`src/rtl/pipe_ctrl_pkg.sv`:
```
// pipe_ctrl_pkg: shared definitions for the pipeline stall/flush sequencer.
// StallBus width and Stop/NoStop encodings, the per-source stall masks,
// the sequencer state encoding and the stall-priority helper functions.
package pipe_ctrl_pkg;

   localparam int STALL_W = 6;

   // One bit per stage register: Stop holds the register, NoStop lets it load.
   localparam logic STOP    = 1'b1;
   localparam logic NO_STOP = 1'b0;

   typedef logic [STALL_W-1:0] stall_bus_t;

   // Each mask freezes the requesting stage and every older-PC stage and
   // bubbles the next stage down the pipe.
   localparam stall_bus_t STALL_NONE = {STALL_W{NO_STOP}};
   localparam stall_bus_t MASK_IF    = 6'b000011;
   localparam stall_bus_t MASK_LOAD  = 6'b000111;
   localparam stall_bus_t MASK_EX    = 6'b001111;
   localparam stall_bus_t MASK_MEM   = 6'b011111;

   typedef enum logic [1:0] {
      ST_RUN   = 2'd0,
      ST_WAIT  = 2'd1,
      ST_FLUSH = 2'd2
   } pipe_state_e;

   typedef enum logic [2:0] {
      SRC_NONE = 3'd0,
      SRC_IF   = 3'd1,
      SRC_LOAD = 3'd2,
      SRC_EX   = 3'd3,
      SRC_MEM  = 3'd4
   } stall_src_e;

   // Youngest requesting stage wins: its mask already covers the older ones.
   function automatic stall_src_e win_src(input logic req_if, input logic req_load,
                                          input logic req_ex, input logic req_mem);
      stall_src_e s;
      if (req_mem)       s = SRC_MEM;
      else if (req_ex)   s = SRC_EX;
      else if (req_load) s = SRC_LOAD;
      else if (req_if)   s = SRC_IF;
      else               s = SRC_NONE;
      return s;
   endfunction

   function automatic stall_bus_t src_mask(input stall_src_e s);
      stall_bus_t m;
      case (s)
         SRC_MEM:  m = MASK_MEM;
         SRC_EX:   m = MASK_EX;
         SRC_LOAD: m = MASK_LOAD;
         SRC_IF:   m = MASK_IF;
         default:  m = STALL_NONE;
      endcase
      return m;
   endfunction

endpackage

```
`src/rtl/pipe_ctrl_if.sv`:
```
// pipe_ctrl_if: bundle between the pipeline stages and the stall/flush
// sequencer. Stages raise level stall requests and a one-cycle flush_req
// pulse (with flush_pc); the sequencer returns the StallBus, a one-cycle
// flush pulse with new_pc, the sticky watchdog flag and its state for
// observation. There is no back-pressure: every signal is sampled on each
// rising clock edge. perf_bus exists only when PIPE_CTRL_PERF_EN is defined.
interface pipe_ctrl_if;
   import pipe_ctrl_pkg::*;

   logic        stallreq_for_if;
   logic        stallreq_for_load;
   logic        stallreq_for_ex;
   logic        stallreq_for_mem;
   logic        flush_req;
   logic [31:0] flush_pc;
   stall_bus_t  stall;
   logic        flush;
   logic [31:0] new_pc;
   logic        stall_timeout;
   pipe_state_e state;
`ifdef PIPE_CTRL_PERF_EN
   logic [159:0] perf_bus;
`endif

`ifdef PIPE_CTRL_PERF_EN
   modport master (
      output stallreq_for_if, stallreq_for_load, stallreq_for_ex, stallreq_for_mem,
      output flush_req, flush_pc,
      input  stall, flush, new_pc, stall_timeout, state, perf_bus
   );
   modport slave (
      input  stallreq_for_if, stallreq_for_load, stallreq_for_ex, stallreq_for_mem,
      input  flush_req, flush_pc,
      output stall, flush, new_pc, stall_timeout, state, perf_bus
   );
`else
   modport master (
      output stallreq_for_if, stallreq_for_load, stallreq_for_ex, stallreq_for_mem,
      output flush_req, flush_pc,
      input  stall, flush, new_pc, stall_timeout, state
   );
   modport slave (
      input  stallreq_for_if, stallreq_for_load, stallreq_for_ex, stallreq_for_mem,
      input  flush_req, flush_pc,
      output stall, flush, new_pc, stall_timeout, state
   );
`endif

endinterface

```
`src/rtl/pipe_ctrl_wdog.sv`:
```
// pipe_ctrl_wdog: saturating consecutive-activity counter with a sticky
// timeout flag. Counts every cycle active_i is high, clears on any idle
// cycle, and latches timeout_o once the count reaches MAX (until reset).
module pipe_ctrl_wdog #(
   parameter int         W   = 16,
   parameter logic [W-1:0] MAX = {W{1'b1}}
) (
   input  logic clk,
   input  logic resetn,
   input  logic active_i,
   output logic timeout_o
);

   logic [W-1:0] cnt_q, cnt_d;
   logic         flag_q, flag_d;

   // Next count saturates at MAX; the flag sets the same edge the count gets there.
   always_comb begin
      cnt_d  = '0;
      if (active_i) begin
         cnt_d = (cnt_q == MAX) ? MAX : cnt_q + 1'b1;
      end
      flag_d = flag_q | (cnt_d == MAX);
   end

   // Counter and sticky flag registers.
   always_ff @(posedge clk or negedge resetn) begin
      if (!resetn) begin
         cnt_q  <= '0;
         flag_q <= 1'b0;
      end else begin
         cnt_q  <= cnt_d;
         flag_q <= flag_d;
      end
   end

   assign timeout_o = flag_q;

endmodule

```
`src/rtl/pipe_ctrl.sv`:
```
// pipe_ctrl: central stall/flush sequencer for the 5-stage pipeline.
// Merges stage stall requests into the StallBus, sequences exception/eret
// flushes (deferred while MEM is blocked, oldest request wins) and runs a
// stall watchdog. Optional macro PIPE_CTRL_PERF_EN adds per-source stall
// counters and a flush counter on perf_bus.
module pipe_ctrl
   import pipe_ctrl_pkg::*;
#(
   parameter int                WDOG_W   = 16,
   parameter logic [WDOG_W-1:0] WDOG_MAX = {WDOG_W{1'b1}}
) (
   input logic          clk,
   input logic          resetn,
   pipe_ctrl_if.slave   bus
);

   pipe_state_e state_q;
   logic        flush_q;
   logic [31:0] new_pc_q;
   logic [31:0] pend_pc_q;
   stall_src_e  src_raw;
   stall_src_e  src;
   stall_bus_t  stall_d;
   logic        timeout;

   // Winning stall source; nothing stalls during the flush cycle or in reset.
   always_comb begin
      src_raw = win_src(bus.stallreq_for_if, bus.stallreq_for_load,
                        bus.stallreq_for_ex, bus.stallreq_for_mem);
      src     = SRC_NONE;
      if (resetn && (state_q != ST_FLUSH)) begin
         src = src_raw;
      end
      stall_d = src_mask(src);
   end

   // Flush sequencer: RUN accepts a request, WAIT holds it behind a MEM stall,
   // FLUSH drives the one-cycle redirect. Outputs are registered here.
   always_ff @(posedge clk or negedge resetn) begin
      if (!resetn) begin
         state_q   <= ST_RUN;
         flush_q   <= 1'b0;
         new_pc_q  <= '0;
         pend_pc_q <= '0;
      end else begin
         flush_q <= 1'b0;
         case (state_q)
            ST_RUN: begin
               if (bus.flush_req) begin
                  pend_pc_q <= bus.flush_pc;
                  if (bus.stallreq_for_mem) begin
                     state_q <= ST_WAIT;
                  end else begin
                     state_q  <= ST_FLUSH;
                     flush_q  <= 1'b1;
                     new_pc_q <= bus.flush_pc;
                  end
               end
            end
            ST_WAIT: begin
               // Later flush_req pulses are dropped: the older exception wins.
               if (!bus.stallreq_for_mem) begin
                  state_q  <= ST_FLUSH;
                  flush_q  <= 1'b1;
                  new_pc_q <= pend_pc_q;
               end
            end
            ST_FLUSH: begin
               state_q <= ST_RUN;
            end
            default: begin
               state_q <= ST_RUN;
            end
         endcase
      end
   end

   pipe_ctrl_wdog #(
      .W   (WDOG_W),
      .MAX (WDOG_MAX)
   ) u_wdog (
      .clk       (clk),
      .resetn    (resetn),
      .active_i  (stall_d != STALL_NONE),
      .timeout_o (timeout)
   );

   assign bus.stall         = stall_d;
   assign bus.flush         = flush_q;
   assign bus.new_pc        = new_pc_q;
   assign bus.stall_timeout = timeout;
   assign bus.state         = state_q;

`ifdef PIPE_CTRL_PERF_EN
   logic [31:0] cnt_mem_q, cnt_ex_q, cnt_load_q, cnt_if_q, cnt_flush_q;

   // Wrapping event counters: one per winning stall source plus flush cycles.
   always_ff @(posedge clk or negedge resetn) begin
      if (!resetn) begin
         cnt_mem_q   <= '0;
         cnt_ex_q    <= '0;
         cnt_load_q  <= '0;
         cnt_if_q    <= '0;
         cnt_flush_q <= '0;
      end else begin
         if (src == SRC_MEM)  cnt_mem_q  <= cnt_mem_q + 1'b1;
         if (src == SRC_EX)   cnt_ex_q   <= cnt_ex_q + 1'b1;
         if (src == SRC_LOAD) cnt_load_q <= cnt_load_q + 1'b1;
         if (src == SRC_IF)   cnt_if_q   <= cnt_if_q + 1'b1;
         if (flush_q)         cnt_flush_q <= cnt_flush_q + 1'b1;
      end
   end

   assign bus.perf_bus = {cnt_mem_q, cnt_ex_q, cnt_load_q, cnt_if_q, cnt_flush_q};
`endif

endmodule

```
`src/flat_wrapper.sv`:
```
// flat-port wrapper written by rule: the top's interface ports become plain ports
module pipe_ctrl_flat import pipe_ctrl_pkg::*;
#(
   parameter int                WDOG_W   = 16,
   parameter logic [WDOG_W-1:0] WDOG_MAX = {WDOG_W{1'b1}}
)
  (clk, resetn, bus_stallreq_for_if, bus_stallreq_for_load, bus_stallreq_for_ex, bus_stallreq_for_mem, bus_flush_req, bus_flush_pc, bus_stall, bus_flush, bus_new_pc, bus_stall_timeout, bus_state);
  pipe_ctrl_if bus_i ();
  input logic clk;
  input logic resetn;
  input wire logic [$bits(bus_i.stallreq_for_if)-1:0] bus_stallreq_for_if;
  input wire logic [$bits(bus_i.stallreq_for_load)-1:0] bus_stallreq_for_load;
  input wire logic [$bits(bus_i.stallreq_for_ex)-1:0] bus_stallreq_for_ex;
  input wire logic [$bits(bus_i.stallreq_for_mem)-1:0] bus_stallreq_for_mem;
  input wire logic [$bits(bus_i.flush_req)-1:0] bus_flush_req;
  input wire logic [$bits(bus_i.flush_pc)-1:0] bus_flush_pc;
  output wire logic [$bits(bus_i.stall)-1:0] bus_stall;
  output wire logic [$bits(bus_i.flush)-1:0] bus_flush;
  output wire logic [$bits(bus_i.new_pc)-1:0] bus_new_pc;
  output wire logic [$bits(bus_i.stall_timeout)-1:0] bus_stall_timeout;
  output wire logic [$bits(bus_i.state)-1:0] bus_state;
  assign bus_i.stallreq_for_if = bus_stallreq_for_if;
  assign bus_i.stallreq_for_load = bus_stallreq_for_load;
  assign bus_i.stallreq_for_ex = bus_stallreq_for_ex;
  assign bus_i.stallreq_for_mem = bus_stallreq_for_mem;
  assign bus_i.flush_req = bus_flush_req;
  assign bus_i.flush_pc = bus_flush_pc;
  assign bus_stall = bus_i.stall;
  assign bus_flush = bus_i.flush;
  assign bus_new_pc = bus_i.new_pc;
  assign bus_stall_timeout = bus_i.stall_timeout;
  assign bus_state = bus_i.state;
  pipe_ctrl #(.WDOG_W(WDOG_W), .WDOG_MAX(WDOG_MAX)) u_core (.clk(clk), .resetn(resetn), .bus(bus_i));
endmodule
```
`config.mk`:
```
export PLATFORM = sky130hd
export DESIGN_NAME = pipe_ctrl_flat
export DESIGN_NICKNAME = d
export VERILOG_FILES = /design/src/rtl/pipe_ctrl_pkg.sv /design/src/rtl/pipe_ctrl_if.sv /design/src/rtl/pipe_ctrl_wdog.sv /design/src/rtl/pipe_ctrl.sv /design/src/flat_wrapper.sv
export SDC_FILE = /design/constraint.sdc
export NUM_CORES = 1
export LEC_CHECK = 0
export ABC_AREA = 1
export BUFFER_PORTS_ARGS = -buffer_cell sky130_fd_sc_hd__buf_2
export CAP_MARGIN = 30
export CORE_UTILIZATION = 54
export CTS_CLUSTER_DIAMETER = 30
export DETAILED_ROUTE_END_ITERATION = 6
export PLACE_DENSITY = 0.79
export SYNTH_ARGS = -nofsm -noshare
export SYNTH_HDL_FRONTEND = slang
export SYNTH_SLANG_ARGS = --single-unit
export TNS_END_PERCENT = 50
```
`constraint.sdc`:
```
create_clock -name clk -period 3.65 [get_ports clk]
set_clock_uncertainty 0.2 [all_clocks]
set_input_delay 0.365 -clock clk [delete_from_list [all_inputs] [get_ports clk]]
set_output_delay 0.365 -clock clk [all_outputs]
set_load 0.005 [all_outputs]
```
==> metrics.md, run 1 <==
| Metric | Value |
|---|---|
| Die Ht | 87.5 um |
| Leak | 2.27 nW |
| CTS Buffer Depth | 2 |
| Power density over cell area | 552 nW/um2 |
| Hold buffers post-CTS | 1 |
| Post_cts resized | 0 |
| Net switching power | 764 uW |
| IO buf count | 79 |
| Drt wl/cell | 13.9 um |
| Cell Rows | 30 |
| Status | complete, no violations |
| Critical path's largest stage delay | 0.89 ns |
| Synthesized cell area | 3950 um2 |
| Antenna diodes | 0 |
| Area after DPL | 4420 um2 |
| Mean post-synth cell area | 8.99 um2 |
| Top Ports | 81 |
| Synth area leader | dfrtp_1 |
| Relative slew margins | 33.6% |
| Slowest CP cell | inv_1 |
| Crit path top cell by count | nand2_1 |
| CTS H-Tree Depth | 3 |
| # Post-CTS Setup Buffers | 0 |
| Total track usage | 24.8% |
| CTS Buf Count | 9 |
| Routability Congestion | 0.850 |
| Die Wd | 87.5 um |
| Vias in the first global route | 3,059 |
| Synth top area share | 53.3% |
| Finished Cell Area | 4630 um2 |
| CP Launch Type | flip-flop |
| Critical path cell sequence | inv_2, nand2_1, inv_1, nand2_1, a31oi_1 |
| Area delta synth->final | 17.4% |
| Routed Antenna Nets | 0 |
| Fin crit period | 2.53 ns |
| DRT iter0 DRCs | 159 |
| Worst min-delay path class | in -> reg |
| Fmax | 395 MHz |
| Hold Vio Cnt, Final | 0 |
| Max Cap Violations | 0 |
| WP data required | 3.72 ns |
| Net Sw Frac | 29.9% |
| DRC violations left | 0 |
| Layout Nets | 556 |
| Yosys cell types | 30 |
| Peak VDD IR | 0.000354 V |
| Post-synthesis sequential element count | 84 |
| Vias per cell | 5.21 |
| Via count | 3,217 |
| Syn nets | 479 |
| Post-synthesis sequential area ratio | 53.3% |
| RSZ-0062 raised after global routing | no |
| Die area | 7650 um2 |
| Comb pwr share | 23.3% |
| Measured slew at the worst slew-check pin | 0.995 ns |
| Sequential Power Share | 50.3% |
| Max-slew violation count | 0 |
| Initial antenna violation count | 0 |
| Worst skew pair latency | 0.35 ns |
| Fraction of layout cells with a size suffix above 1 | 28.6% |
| Clock root buffer master | clkbuf_8 |
| Largest net degree at the start of global routing | 46 |
| Critical path type | reg -> reg |
| WL final | 8.56 mm |
| CP bufs+invs | 2 |
| CTS tree | done |
| Clk sinks | 84 |
| Fillers | 584 |
| Crit end category | flip-flop |
| Final setup fails | 0 |
| Crit path max-delay family | buffers and inverters |
| Initial Util | 56.8% |
| DP Wirelength | 5.92 mm |
| First-pass GRT wire length | 14.1 mm |
| Internal power | 1.79 mW |
| WP data arrival | 2.60 ns |
| First-pass DRT Iterations | 4 |
| R2R Setup Slk | 1.12 ns |
| Power share of the clock group | 26.4% |
| Reg clk slew, reported paths | 0.09 ns |
| Synthesis Warnings | 0 |
| Final worst path period share | 69.3% |
| Core area | 6940 um2 |
| Worst-path maximum fanout | 32 |
| Setup TNS Final | 0 ns |
| Congestion Overflow GR | 0 |
| Synth area leaders | dfrtp_1 (53%), nand2_1 (12%), mux2_2 (9.1%) |
| Mapped Cells | 439 |
## worst paths after layout
path / startpoint / to / depth (start not counted)
worst max-delay path: u_core.bus.state[1] / u_core.bus.new_pc[16] / 5
worst min-delay path: bus_stallreq_for_mem / u_core.bus.state[1] / 2
worst max register to register: u_core.bus.state[1] / u_core.bus.new_pc[16] / 5
worst min register to register: u_core.u_wdog.timeout_o / u_core.u_wdog.timeout_o / 2
max in group asynchronous: resetn / u_core.bus.state[1] / 4
min in group asynchronous: resetn / u_core.bus.new_pc[26] / 3
## worst register-to-register path: cells and delay by family (launching register included)
family | cells | cell delay [ns]
compound gates | 1 | 0.27
buf+inv | 2 | 0.98
flops | 1 | 0.45
simple gates | 2 | 0.55
## flip-flops by register name, indices dropped and copies added (netlist names)
name / cells
u_core.u_wdog.timeout_o: 1
u_core.bus.state: 2
u_core.pend_pc_q: 32
u_core.bus.flush: 1
u_core.u_wdog.cnt_q: 16
u_core.bus.new_pc: 32
## metal layers
metal / track usage, % / vias up / part of all wire (%)
met1: 31.3 / 1526 / 42
met5: 0 / - / 0
met2: 40.8 / 101 / 51
li1: - / 1569 / -
met3: 5.40 / 21 / 5.0
met4: 11.3 / 0 / 2.3
## cells in the mapped netlist
cell type and number:
a211oi_2 1, nand2_4 2, conb_1 1, nand2_2 5, nand2_1 125, nor2_2 2, a211oi_1 1, buf_6 1
nand3b_1 1, inv_1 34, xor2_1 1, o21ai_1 1, buf_2 8, buf_1 1, ha_1 1, xnor2_1 1
a21oi_1 5, a31oi_4 1, a31oi_1 33, clkbuf_1 5, mux2_2 32, nand3_1 19, o21bai_1 2, buf_4 5
dfrtp_1 84, inv_2 4, nand4_1 4, o21ai_0 3, nor2_4 2, nor2_1 54
## layout make-up
cell class / instances / area (um2) / share of cell area [%]
sequential: 84 / 2100 / 45.4
multi-input combinational: 297 / 1600 / 34.5
timing repair buffer: 86 / 465 / 10.0
clock buffer: 12 / 145 / 3.13
inverter: 38 / 143 / 3.08
tap: 96 / 120 / 2.59
clock inverter: 4 / 56.3 / 1.22
## power by group through the flow
stage / clock, mW / sequential, mW / combinational [mW]
after detailed placement: 0 / 1.30 / 0.601
final: 0.675 / 1.29 / 0.596
after global routing: 0.729 / 1.31 / 0.674
after floorplan: 0 / 1.29 / 0.332
after global placement: 0 / 1.29 / 0.576
after CTS: 0.691 / 1.29 / 0.606
## cell usage in the layout (no fill, tap or decap), types with 3 or more instances in the layout
| cell | Yosys | routed |
|---|---|---|
| o21ai_0 | 3 | 3 |
| buf_2 | 8 | 78 |
| dfrtp_1 | 84 | 84 |
| inv_2 | 4 | 4 |
| nor2_1 | 54 | 54 |
| nand2_1 | 125 | 124 |
| inv_1 | 34 | 34 |
| mux2_2 | 32 | 32 |
| nand4_1 | 4 | 4 |
| clkbuf_8 | 0 | 10 |
| nand3_1 | 19 | 19 |
| nand2_2 | 5 | 6 |
| a31oi_1 | 33 | 33 |
| a21oi_1 | 5 | 5 |
| buf_4 | 5 | 6 |
## cells by family (layout without fill, tap and decap cells)
family / count (synthesis) / in the layout / synth area share [%]
simple gates: 214 / 214 / 22.5
flops: 84 / 84 / 53.3
buf+inv: 58 / 140 / 6.44
compound gates: 47 / 47 / 7.80
mux: 32 / 32 / 9.13
xor+xnor: 2 / 2 / 0.444
fa+ha+maj: 1 / 1 / 0.317
other cells: 1 / 1 / 0.0950
## stage by stage
step	hold slack, ns	utilization (%)	instances	worst slack, ns	total power [mW]
floorplan	-0.131	-	439	1.84	1.62
global placement	0.257	63.4	599	1.30	1.87
detailed placement	0.254	63.7	600	1.21	1.90
CTS	0.0319	66.7	617	1.10	2.58
global route	0.0375	66.7	617	0.921	2.71
finish	0.0451	66.7	617	1.12	2.56
Power figures use the tool's default switching activity.
==> run 2, diff against run 1 <==
==> constraint.sdc (replaced) <==
create_clock -name clk -period 2.5 [get_ports clk]
set_clock_uncertainty 0.2 [all_clocks]
set_input_delay 0.25 -clock clk [delete_from_list [all_inputs] [get_ports clk]]
set_output_delay 0.25 -clock clk [all_outputs]
set_load 0.005 [all_outputs]
==> metrics.md, run 2 (synthesis results as in run 1) <==
| Metric | Value |
|---|---|
| Core area | 6940 um2 |
| Routability Congestion | 0.988 |
| Area delta synth->final | 26.5% |
| Fraction of layout cells with a size suffix above 1 | 27.6% |
| Final setup fails | 0 |
| Min Hold Slack | 0.243 ns |
| Cell Rows | 30 |
| Max-slew violation count | 0 |
| Largest net degree at the start of global routing | 52 |
| Measured slew at the worst slew-check pin | 0.505 ns |
| CTS Buffer Depth | 2 |
| Vias in the first global route | 3,361 |
| Final worst path period share | 87.1% |
| Clk sinks | 84 |
| RSZ-0062 raised after global routing | no |
| Critical path type | in -> out |
| First-pass DRT Iterations | 5 |
| WL final | 9.01 mm |
| Relative slew margins | 66.3% |
| Worst-path maximum fanout | 20 |
| Top Ports | 81 |
| Setup TNS Final | 0 ns |
| Die area | 7650 um2 |
| Die Wd | 87.5 um |
| Fin crit period | 2.18 ns |
| Crit end category | primary output |
| CTS tree | done |
| Slowest CP cell | dlygate4sd3_1 |
| Routed Antenna Nets | 0 |
| Critical path cell sequence | dlygate4sd3_1, buf_4, o21ai_1, a31oi_4, buf_2 |
| Initial antenna violation count | 0 |
| Fillers | 518 |
| Worst skew pair latency | 0.36 ns |
| Antenna diodes | 0 |
| IO buf count | 79 |
| Total track usage | 26.2% |
| Area after DPL | 4460 um2 |
| Fmax | 459 MHz |
| DRC violations left | 0 |
| Clock root buffer master | clkbuf_8 |
| Hold Vio Cnt, Final | 0 |
| Leak | 2.42 nW |
| Commonest non-fill, non-tap cell in the layout | nand2_1 |
| Congestion Overflow GR | 0 |
| Peak VDD IR | 0.000507 V |
| Power density over cell area | 745 nW/um2 |
| Vias per cell | 5.16 |
| First-pass GRT wire length | 15.2 mm |
| CTS H-Tree Depth | 3 |
| CTS Buf Count | 9 |
| Worst Reg-to-Reg Cells | 9 |
| Finished Cell Area | 4990 um2 |
| WP data required | 2.05 ns |
| Critical path's largest stage delay | 0.52 ns |
| Reg clk slew, reported paths | 0.09 ns |
| Cell depth of the worst hold path | 3 |
| Status | complete, no violations |
| Via count | 3,372 |
| Layout Nets | 592 |
| WP data arrival | 1.73 ns |
| CP Launch Type | input pin |
| Worst min-delay path class | in -> reg |
| Die Ht | 87.5 um |
| DP Wirelength | 6.24 mm |
| DRT iter0 DRCs | 210 |
| Initial Util | 56.8% |
| Drt wl/cell | 13.8 um |
| Most frequent cells in the layout | nand2_1 (124), dfrtp_1 (84), buf_2 (78) |
| Max Cap Violations | 0 |
| Post_cts resized | 0 |
==> run 2: layout make-up <==
class / count / area, um2 / area share, %
clock buffer: 9 / 124 / 2.48
clock inverter: 7 / 63.8 / 1.28
timing repair buffer: 122 / 838 / 16.8
sequential: 84 / 2100 / 42.1
tap: 96 / 120 / 2.41
multi-input combinational: 297 / 1600 / 32.1
inverter: 38 / 143 / 2.86
==> run 2: worst paths after layout <==
check                                              from                       to  slack (ns)
worst max-delay path                             resetn             bus_stall[1]        0.32
worst min-delay path                      bus_flush_req     u_core.pend_pc_q[10]        0.24
worst max register to register   u_core.u_wdog.cnt_q[0]  u_core.u_wdog.timeout_o        0.51
worst min register to register  u_core.u_wdog.timeout_o  u_core.u_wdog.timeout_o        0.31
max in group asynchronous                        resetn  u_core.u_wdog.cnt_q[13]        1.21
min in group asynchronous                        resetn    u_core.bus.new_pc[27]        0.30
==> run 2: metrics by stage <==
stage          total power, mW  utilization (%)  setup slack, ns  instances
6_report                  3.72             71.9            0.323        653
5_1_grt                   3.94             71.9            0.185        653
4_1_cts                   3.74             71.9            0.309        653
3_5_place_dp              2.80             64.3            0.537        603
3_3_place_gp              2.74             63.9            0.645        602
2_1_floorplan             2.37                -            0.746        439
==> run 2: what timing repair did <==
| item | 4_1_cts | 5_1_grt |
|---|---|---|
| setup buffers | 0 | 0 |
| hold buffers | 34 | 0 |
| endpoints found under the hold margin | 99 | 0 |
==> run 2: critical path, delay by kind of cell <==
kind | cells | cell delay, ns
compound gates | 2 | 0.60
buf+inv | 3 | 0.87
==> run 2: power by group <==
group          total [mW]  switching [mW]  internal, mW  leakage [nW]
Clock               0.905           0.530         0.375        0.0925
Sequential           1.88           0.186          1.69         0.995
Combinational       0.939           0.460         0.478          1.33
Total                3.72            1.18          2.54          2.42
==> run 2: layer usage <==
| layer | vias up | routed length (um) | GRT usage (%) |
|---|---|---|---|
| met5 | - | 0 | 0 |
| met4 | 0 | 208 | 10.6 |
| met3 | 22 | 505 | 4.93 |
| met2 | 105 | 4590 | 44.7 |
| met1 | 1600 | 3710 | 32.8 |
| li1 | 1645 | - | - |
==> run 3, diff against run 2 <==
==> constraint.sdc (replaced) <==
create_clock -name clk -period 2.3 [get_ports clk]
set_clock_uncertainty 0.2 [all_clocks]
set_input_delay 0.23 -clock clk [delete_from_list [all_inputs] [get_ports clk]]
set_output_delay 0.23 -clock clk [all_outputs]
set_load 0.005 [all_outputs]
==> metrics.md, run 3 (synthesis results as in run 1) <==
| Metric | Value |
|---|---|
| Die Wd | 87.5 um |
| Die Ht | 87.5 um |
| Crit path max-delay family | flip-flops |
| DRT iter0 DRCs | 183 |
| R2r startpoint | u_core.bus.state[1] |
| Total track usage | 26.9% |
| Relative slew margins | 58.6% |
| Die area | 7650 um2 |
| Fin crit period | 2.12 ns |
| First-pass DRT Iterations | 5 |
| Initial Util | 56.8% |
| Layout Nets | 596 |
| CP bufs+invs | 3 |
| Fmax | 471 MHz |
| Most frequent cells in the layout | nand2_1 (124), dfrtp_1 (84), buf_2 (78) |
| Final setup fails | 0 |
| Clock root buffer master | clkbuf_8 |
| Worst min-delay path class | in -> reg |
| Hold Vio Cnt, Final | 0 |
| Routed Antenna Nets | 0 |
| WL final | 9.32 mm |
| Crit end category | primary output |
| Max-slew violation count | 0 |
| CTS tree | done |
| Final Util | 72.4% |
| Setup TNS Final | 0 ns |
| Final worst path period share | 92.4% |
| Clk sinks | 84 |
| Hold Startpoint | bus_stallreq_for_if |
| First-pass GRT wire length | 15.6 mm |
| CTS Buf Count | 9 |
| Congestion Overflow GR | 0 |
| Cell depth of the worst hold path | 5 |
| Antenna diodes | 0 |
| Drt wl/cell | 14.2 um |
| Status | complete, no violations |
| Measured slew at the worst slew-check pin | 0.621 ns |
| Hold Path End | u_core.u_wdog.cnt_q[4] |
| Area delta synth->final | 27.3% |
| R2R Setup Slk | 0.32 ns |
| Fraction of layout cells with a size suffix above 1 | 28.0% |
| Largest net degree at the start of global routing | 52 |
| Via count | 3,393 |
| Worst Reg-to-Reg Cells | 6 |
| Top Ports | 81 |
| WP data required | 1.87 ns |
| RSZ-0062 raised after global routing | no |
| Peak VDD IR | 0.000625 V |
| Crit Reg-Reg Endpoint | u_core.bus.new_pc[7] |
| WP data arrival | 1.69 ns |
| Initial antenna violation count | 0 |
| Power density over cell area | 846 nW/um2 |
| Critical path cell sequence | inv_2, o21ai_1, a31oi_4, buf_4, buf_2 |
| Vias in the first global route | 3,414 |
| Critical path type | reg -> out |
| CTS H-Tree Depth | 3 |
| Leak | 2.44 nW |
| CP Launch Type | flip-flop |
| Cell Rows | 30 |
| IO buf count | 79 |
| Slowest CP cell | dfrtp_1 |
| Worst skew pair latency | 0.36 ns |
| CTS Buffer Depth | 2 |
| Vias per cell | 5.16 |
| Routability Congestion | 0.897 |
| Reg clk slew, reported paths | 0.09 ns |
| DRC violations left | 0 |
| Core area | 6940 um2 |
| Worst-path maximum fanout | 13 |
| Critical path's largest stage delay | 0.48 ns |
| DP Wirelength | 5.92 mm |
| Commonest non-fill, non-tap cell in the layout | nand2_1 |
| Max Cap Violations | 0 |
[run 3: what timing repair did]
action | CTS | global route
hold endpoints to repair | 98 | 0
gates resized for setup | 0 | 0
hold buffers | 34 | 0
setup endpoints to repair | 0 | 2
setup buffers | 0 | 3
[run 3: area by class of cell]
cell class	count	area, um2
fill	522	1920
timing repair buffer	126	836
clock buffer	10	128
multi-input combinational	297	1600
inverter	38	143
tap	96	120
sequential	84	2100
clock inverter	6	96.3
[run 3: worst max path at each step]
stage | startpoint | to | slack, ns | cells past startpoint
final | u_core.bus.state[1] | bus_stall[1] | 0.18 | 5
after detailed placement | u_core.bus.state[1] | u_core.u_wdog.timeout_o | 0.34 | 10
after floorplan | u_core.u_wdog.cnt_q[0] | u_core.u_wdog.timeout_o | 0.55 | 14
after global placement | u_core.bus.state[1] | u_core.u_wdog.timeout_o | 0.38 | 10
after CTS | u_core.bus.state[1] | bus_stall[1] | 0.11 | 5
after global routing | u_core.bus.state[1] | bus_stall[1] | 0.02 | 5
[run 3: metrics by stage]
stage	setup WS (ns)	area, um2	hold slack, ns	cells	power, mW
final	0.175	5020	0.145	657	4.25
after detailed placement	0.342	4440	0.108	604	3.02
after global routing	0.0245	5020	0.179	657	4.49
after floorplan	0.546	3950	-0.266	439	2.58
after global placement	0.384	4440	0.102	604	2.97
after CTS	0.115	5000	0.149	654	4.25
[run 3: power by group]
group	switching (mW)	internal [mW]
registers	0.192	1.84
clock network	0.563	0.626
logic	0.513	0.519
[run 3: metal layers]
| metal | vias to the layer above | GRT usage [%] | part of all wire, % |
|---|---|---|---|
| met2 | 102 | 45.9 | 51 |
| li1 | 1658 | - | - |
| met4 | 0 | 11.9 | 1.9 |
| met3 | 16 | 5.12 | 5.1 |
| met5 | - | 0 | 0 |
| met1 | 1617 | 33.3 | 42 |
[run 3: tightest hold or removal path, delay by kind of cell]
| kind | cells | cell delay (ns) |
|---|---|---|
| compound gates | 1 | 0.12 |
| buf+inv | 3 | 0.22 |
| simple gates | 1 | 0.10 |
